### config.mk
export PLATFORM = sky130hd
export DESIGN_NAME = time_entry_ctrl
export DESIGN_NICKNAME = d
export VERILOG_FILES = /design/src/rtl/time_entry_ctrl.sv
export SDC_FILE = /design/constraint.sdc
export NUM_CORES = 1
export LEC_CHECK = 0
export BUFFER_PORTS_ARGS = -buffer_cell sky130_fd_sc_hd__buf_4
export CORE_ASPECT_RATIO = 1.1
export CORE_MARGIN = 2
export CORE_UTILIZATION = 35
export CTS_BUF_LIST = sky130_fd_sc_hd__clkbuf_4
export CTS_CLUSTER_DIAMETER = 60
export DETAILED_ROUTE_END_ITERATION = 12
export SLEW_MARGIN = 15
export SYNTH_ARGS = -nofsm -noshare
export SYNTH_HDL_FRONTEND = slang
export SYNTH_SLANG_ARGS = --single-unit
### constraint.sdc
create_clock -name clk -period 2.7 [get_ports clk]
set_input_delay 0.54 -clock clk [delete_from_list [all_inputs] [get_ports clk]]
set_output_delay 0.54 -clock clk [all_outputs]
set_load 0.03 [all_outputs]
### src/rtl/time_entry_ctrl.sv
`timescale 1ns/1ps
// time_entry_ctrl: turns four keypad digits into a validated HH:MM and loads clock or alarm time
// Ports:
//   clk, reset_n       system clock, asynchronous active-low reset
//   keypad_values      four BCD digits from the keypad, [15:12] oldest, 4'ha = blank
//   shift_pulse        keypad shift strobe (asynchronous to clk)
//   set_time/set_alarm level requests to start a clock/alarm entry
//   cancel             level abort request
//   hours_bcd/minutes_bcd  last validated value, held between loads
//   load_time/load_alarm   one-cycle load strobes
//   entry_active       high while collecting or validating
//   entry_error        high for ERR_CYCLES after a rejected entry
//   timeout            one-cycle strobe on inactivity abort
//   digit_count        digits accepted in the current entry
module time_entry_ctrl #(
  parameter int TIMEOUT_CYCLES = 500000000,
  parameter int ERR_CYCLES = 25000000,
  parameter int TIMER_W = 29
) (
  input  logic        clk,
  input  logic        reset_n,
  input  logic [15:0] keypad_values,
  input  logic        shift_pulse,
  input  logic        set_time,
  input  logic        set_alarm,
  input  logic        cancel,
  output logic [7:0]  hours_bcd,
  output logic [7:0]  minutes_bcd,
  output logic        load_time,
  output logic        load_alarm,
  output logic        entry_active,
  output logic        entry_error,
  output logic        timeout,
  output logic [2:0]  digit_count
);
  typedef enum logic [2:0] {IDLE, COLLECT, VALIDATE, LOAD, ERROR} state_t;
  localparam logic [TIMER_W-1:0] TO_LAST = TIMER_W'(TIMEOUT_CYCLES - 1);
  localparam logic [TIMER_W-1:0] ERR_LAST = TIMER_W'(ERR_CYCLES - 1);
  state_t state;
  logic [2:0] sync_shift, sync_time, sync_alarm, sync_cancel;
  logic [TIMER_W-1:0] timer;
  logic [15:0] capture;
  logic target_alarm;
  logic shift_rise, time_rise, alarm_rise, cancel_rise, digit_ok, valid;
  // two flops of synchronization, the third holds the previous level for edge detect
  always_ff @(posedge clk or negedge reset_n) begin
    if (!reset_n) begin
      sync_shift <= '0;
      sync_time <= '0;
      sync_alarm <= '0;
      sync_cancel <= '0;
    end else begin
      sync_shift <= {sync_shift[1:0], shift_pulse};
      sync_time <= {sync_time[1:0], set_time};
      sync_alarm <= {sync_alarm[1:0], set_alarm};
      sync_cancel <= {sync_cancel[1:0], cancel};
    end
  end
  always_comb begin
    shift_rise = sync_shift[1] & ~sync_shift[2];
    time_rise = sync_time[1] & ~sync_time[2];
    alarm_rise = sync_alarm[1] & ~sync_alarm[2];
    cancel_rise = sync_cancel[1] & ~sync_cancel[2];
    digit_ok = keypad_values[3:0] <= 4'd9;
    valid = capture[15:12] <= 4'd2 && capture[11:8] <= 4'd9 &&
            !(capture[15:12] == 4'd2 && capture[11:8] > 4'd3) &&
            capture[7:4] <= 4'd5 && capture[3:0] <= 4'd9;
  end
  always_ff @(posedge clk or negedge reset_n) begin
    if (!reset_n) begin
      state <= IDLE;
      timer <= '0;
      capture <= '0;
      target_alarm <= 1'b0;
      hours_bcd <= '0;
      minutes_bcd <= '0;
      load_time <= 1'b0;
      load_alarm <= 1'b0;
      entry_active <= 1'b0;
      entry_error <= 1'b0;
      timeout <= 1'b0;
      digit_count <= '0;
    end else begin
      load_time <= 1'b0;
      load_alarm <= 1'b0;
      timeout <= 1'b0;
      case (state)
        IDLE: if (time_rise || alarm_rise) begin
          state <= COLLECT;
          target_alarm <= !time_rise;
          digit_count <= '0;
          timer <= '0;
          entry_active <= 1'b1;
        end
        COLLECT: if (digit_count == 3'd4) begin
          state <= VALIDATE;
        end else if (cancel_rise) begin
          state <= IDLE;
          digit_count <= '0;
          entry_active <= 1'b0;
        end else if (shift_rise) begin
          // any keypad activity, even a blank, restarts the inactivity window
          timer <= '0;
          if (digit_ok) begin
            digit_count <= digit_count + 3'd1;
            capture <= keypad_values;
          end
        end else if (timer == TO_LAST) begin
          state <= IDLE;
          timeout <= 1'b1;
          digit_count <= '0;
          entry_active <= 1'b0;
        end else begin
          timer <= timer + TIMER_W'(1);
        end
        VALIDATE: begin
          entry_active <= 1'b0;
          if (valid) begin
            state <= LOAD;
            hours_bcd <= capture[15:8];
            minutes_bcd <= capture[7:0];
            load_time <= !target_alarm;
            load_alarm <= target_alarm;
          end else begin
            state <= ERROR;
            entry_error <= 1'b1;
            timer <= '0;
          end
        end
        LOAD: begin
          state <= IDLE;
          digit_count <= '0;
        end
        ERROR: if (timer == ERR_LAST) begin
          state <= IDLE;
          entry_error <= 1'b0;
          digit_count <= '0;
        end else begin
          timer <= timer + TIMER_W'(1);
        end
        default: state <= IDLE;
      endcase
    end
  end
endmodule
; ---- Word-level counts from Yosys, hierarchy flattened
; Index checks and enable logic that the tools add are counted.
[word_totals]
regBits = 85
output_inout_bits = 24
input_bits = 22
mem_bits_rw = 0
elab_cells = 117
rom_bits = 0
latch_bits = 0
n_memories = 0
[classes]
magnitude_cmp = 6
addsub = 2
bitwise = 10
eq_ne = 21
mux = 40
n_shift = 0
n_div = 0
reduce_logical = 22
mul = 0
[ops]
columns = op, n
row1 = 29-bit 2-to-1 mux, 7
row2 = 29-bit case mux with 4 select lines, 1
row3 = 3-bit 2-to-1 mux, 12
row4 = "29-bit by 1-bit adder with 29-bit output, second input constant", 1
row5 = "29-bit by 25-bit equality test with 1-bit output, second input constant", 1
row6 = "29-bit equality test, second input constant", 1
row7 = 3-bit case mux with 4 select lines, 2
row8 = 1-bit 2-to-1 mux, 16
row9 = "4-bit inequality test, second input constant", 4
row10 = "4-bit <= comparator, second input constant", 3
row11 = "2-bit inequality test, second input constant", 6
row12 = 5-bit AND reduction, 2
row13 = "3-bit inequality test, second input constant", 3
row14 = 4-bit nonzero test, 2
row15 = 7-bit AND reduction, 1
row16 = "3-bit by 2-bit equality test with 1-bit output, second input constant", 2
row17 = "3-bit equality test, second input constant", 2
row18 = 1-bit NOT, 6
row19 = 6-bit AND reduction, 1
row20 = 1-bit logical AND, 5
row21 = 1-bit AND, 4
row22 = "4-bit by 2-bit equality test with 1-bit output, second input constant", 1
row23 = "4-bit by 2-bit greater-than comparator with 1-bit output, second input constant", 1
row24 = "4-bit by 2-bit <= comparator with 1-bit output, second input constant", 1
row25 = 13 further kinds, 16

; ---- Longest topological paths before layout
[depth]
depth_word = 8
mapped_depth = 10
mapped_depth_nobuf = 8

; ---- Least setup slack after synthesis
; OpenSTA, ideal clock, no wires.
[synth_timing]
path_type = flip-flop to flip-flop
from = register timer[0]
to = register timer[22]
path_stages_with_launch = 11
arrival_ns = 2.157
t_required_ns = 2.565
synth_period_minus_slack_ns = 2.292
path_buffers = 3
setup_time_ns = 0.135
setup_slack_ns = 0.408
cell_sequence = dfrtp_1 -> ha_1 -> nand2_1 -> or3_1 -> buf_2 -> o41a_1 -> and3_1 -> buf_6 -> buf_6 -> nor2_1 -> o211ai_1
[synth_via]
elab_chain_cells = 6
elab_cells_between_ends = 12
cone_classes = 1 x add/sub / 4 x eq/ne / 6 x mux / 1 x reduce/logical
[synth_lines]
columns = element, line
row1 = "start, declared", 41  ; logic [TIMER_W-1:0] timer;
row2 = "start signal, assigned", 114  ; timer <= timer + TIMER_W'(1);
row3 = "start signal, assigned", 139  ; timer <= timer + TIMER_W'(1);
row4 = 29-bit by 1-bit adder with 29-bit output, "114, 139"
row5 = 29-bit 2-to-1 mux, 108  ; end else if (timer == TO_LAST) begin
row6 = 29-bit 2-to-1 mux, 101  ; end else if (shift_rise) begin
row7 = 29-bit 2-to-1 mux, 97  ; end else if (cancel_rise) begin
row8 = 29-bit 2-to-1 mux, 95  ; COLLECT: if (digit_count == 3'd4) begin
row9 = 29-bit case mux with 4 select lines, 87  ; case (state)
; Parallel ways exist; a longest one is shown, timed or not. The select of a mux whose other input is x is not followed.
; A chain may end at the register's enable or synchronous reset.

; ---- Worst setup path in the final report
[layout_timing]
from = register timer[3]
to = register timer[23]
; Same word-level chain as after synthesis.

==> results.ini <==
[cells_and_area]
fin_util_pct = 42.7
register_area_um2 = 2130
diodes = 0
drive_above_1_share_pct = 25.9
multi_input_area_um2 = 1920
fillers = 1130
layout.nets = 481
syn_to_final_growth_pct = 18.0

[yosys]
synth_top_area_share_pct = 50.9
synth_top_flop_cell = dfrtp_1
yosysTopAreaCell = dfrtp_1
synth_fp_nets = 424
async_flop_share_pct = 100
synth_area_leaders = dfrtp_1 51%, mux2_2 8.6%, o21ai_0 3.4%
synth.avg_cell_area_um2 = 10.5
synth-compound-area-share_pct = 16.8
ys_top_cells_by_count = 85 x dfrtp_1, 32 x mux2_2, 29 x nand2_1
synthAdderAreaFrac_pct = 0.899
yosysWarnings = 0
synth.distinct_cells = 55
synth_top_family_by_area = simple AND/OR/NAND/NOR gates
netlist_area_um2 = 4180
synth-edff-count = 0
ys_seq_area_share_pct = 50.9
synth.area.mux_share_pct = 8.63
yosysMostFrequentCell = dfrtp_1
synthCells = 399
synth-xor-area-share_pct = 0
synth-simple-area-share_pct = 19.4
ys_ff_latch = 85

[cts]
htree_num_levels = 3
clk_pin_slew_ps = 150
clk_latency_ps = 460
clk_root_buffer_cell = clkbuf_4
numCtsBuffers = 9
clockBufferDepth = 2
postCtsHoldBufs = 0
cts.sinks = 85
tritoncts = yes

[outcome]
status = finished, final reports clean

[power]
power.leakage_nw = 2.17
powerDensity_nw_per_um2 = 600
power_mw = 2.96
peakVddDrop_v = 0.000394

[worst_setup_path]
endpoint_kind = flip-flop
worstPathArrival_ps = 2890
cp-start-kind = flip-flop
cp_max_fo = 8
worstPathRequired_ps = 3100
worstSetupPathType = reg -> reg

[floorplanning]
coreArea_um2 = 11500
ios = 46
start_util_pct = 36.2
die_y_um = 119
die_area_um2 = 12800
die_w_um = 108
rows = 41

[drt]
highest_layer = met4
routed_wl_mm = 9.96
drcViolationCount = 0
avgRoutedWirePerCell_um = 16.3
drtPass1Iterations = 4
drt-met1-wl_mm = 4.35
wl_met2_mm = 4.95
via_count = 3355
first_iter_violations = 114
ant_nets = 0
viasPerCell = 5.50
wl_met3_um = 531

[timing]
rsz0062_at_grt = no
relSlewSlack_pct = 58.6
fin_skew_ps = 21.5
hold_viol = 0
drv_slew = 0
fmax_mhz = 401
fin_tns_setup_ps = 0
finalSetupViolations = 0
whs_ps = 57.3
worst_pin_slew_ps = 620
finalCritPeriodShare_pct = 92.3
post-route-min-period_ps = 2490

[hold_path]
min_path_type = in -> async

[global_route]
grt_max_degree = 45
grt_use_total_pct = 17.0
antenna_found_initial = 0
grt_pass1_vias = 3460
grt.overflow.total = 0
grt_pass1_wl_mm = 17.3

[placed_design]
dp_hpwl_mm = 7.13
gp_congestion = 0.899
port_buffers = 45

[job]
maxCapViolations = 0

worst max-delay path: stages, from the launching register on:
cell and delay, ps:
dfrtp_1 490, nand4_2 200, or4_1 620, or4_1 480, a211oi_1 420, a22o_1 220
sequential cells by signal, indices dropped and copies added (netlist names), 8 cells and up:
register,flops
hours_bcd,8
capture,16
timer,29
minutes_bcd,8
cell type report:
type | count | area share, %
clock buffers | 9 | 1.37
clock inverters | 6 | 1.45
inverters | 9 | 0.685
multi-input cells | 286 | 38.9
flip-flops and latches | 85 | 43.2
well taps | 150 | 3.81
repair buffers | 65 | 10.7
stage by stage:
step	cells	cell area (um^2)	setup slack, ps
after floorplan	399	4180	408
after global placement	595	4780	281
after detailed placement	595	4780	191
after CTS	610	4920	169
after global routing	610	4930	17.2
final	610	4930	209
layer usage:
layer  up-vias  track usage (%)
met5         -                0
met1      1633             22.5
met4         0             6.25
li1       1613                -
met2        97             27.4
met3        12             3.59
cell families (layout without fill, tap and decap cells):
| logic type | after synthesis | in the layout |
|---|---|---|
| simple gates | 147 | 147 |
| compound gates | 104 | 104 |
| flops | 85 | 85 |
| mux | 32 | 32 |
| buf+inv | 28 | 89 |
| fa+ha+maj | 3 | 3 |
worst paths after layout:
path | start | to | slack (ps) | cells after the start
worst max-delay path | timer[3] | timer[23] | 210 | 5
worst min-delay path | reset_n | timer[8] | 60 | 1
worst max register to register | timer[3] | timer[23] | 210 | 5
worst min register to register | sync_alarm[0] | sync_alarm[1] | 370 | 0
max in group asynchronous | reset_n | timer[11] | 2020 | 2
min in group clk | cancel | sync_cancel[0] | 180 | 1
where the power goes:
group | internal (mW) | switching [mW]
logic | 0.298 | 0.367
clock network | 0.287 | 0.464
registers | 1.43 | 0.114
total | 2.01 | 0.944
repair_timing:
action	CTS	global route
endpoints found under the setup margin	0	14
resized for setup	0	1
buffers inserted	0	0
layout by cell type (no fill, tap or decap), types with 7 or more instances in the layout:
cell / n
a21oi_1: 15
a22o_1: 14
buf_4: 62
clkbuf_4: 9
dfrtp_1: 85
inv_1: 9
mux2_2: 32
nand2_1: 29
nand3_1: 18
nand4_1: 11
nor2_1: 22
nor2b_1: 14
nor3_1: 9
nor4_1: 7
o211ai_1: 7
o21ai_0: 28
o22ai_1: 7
No activity file was read; power rests on OpenSTA's default activity.
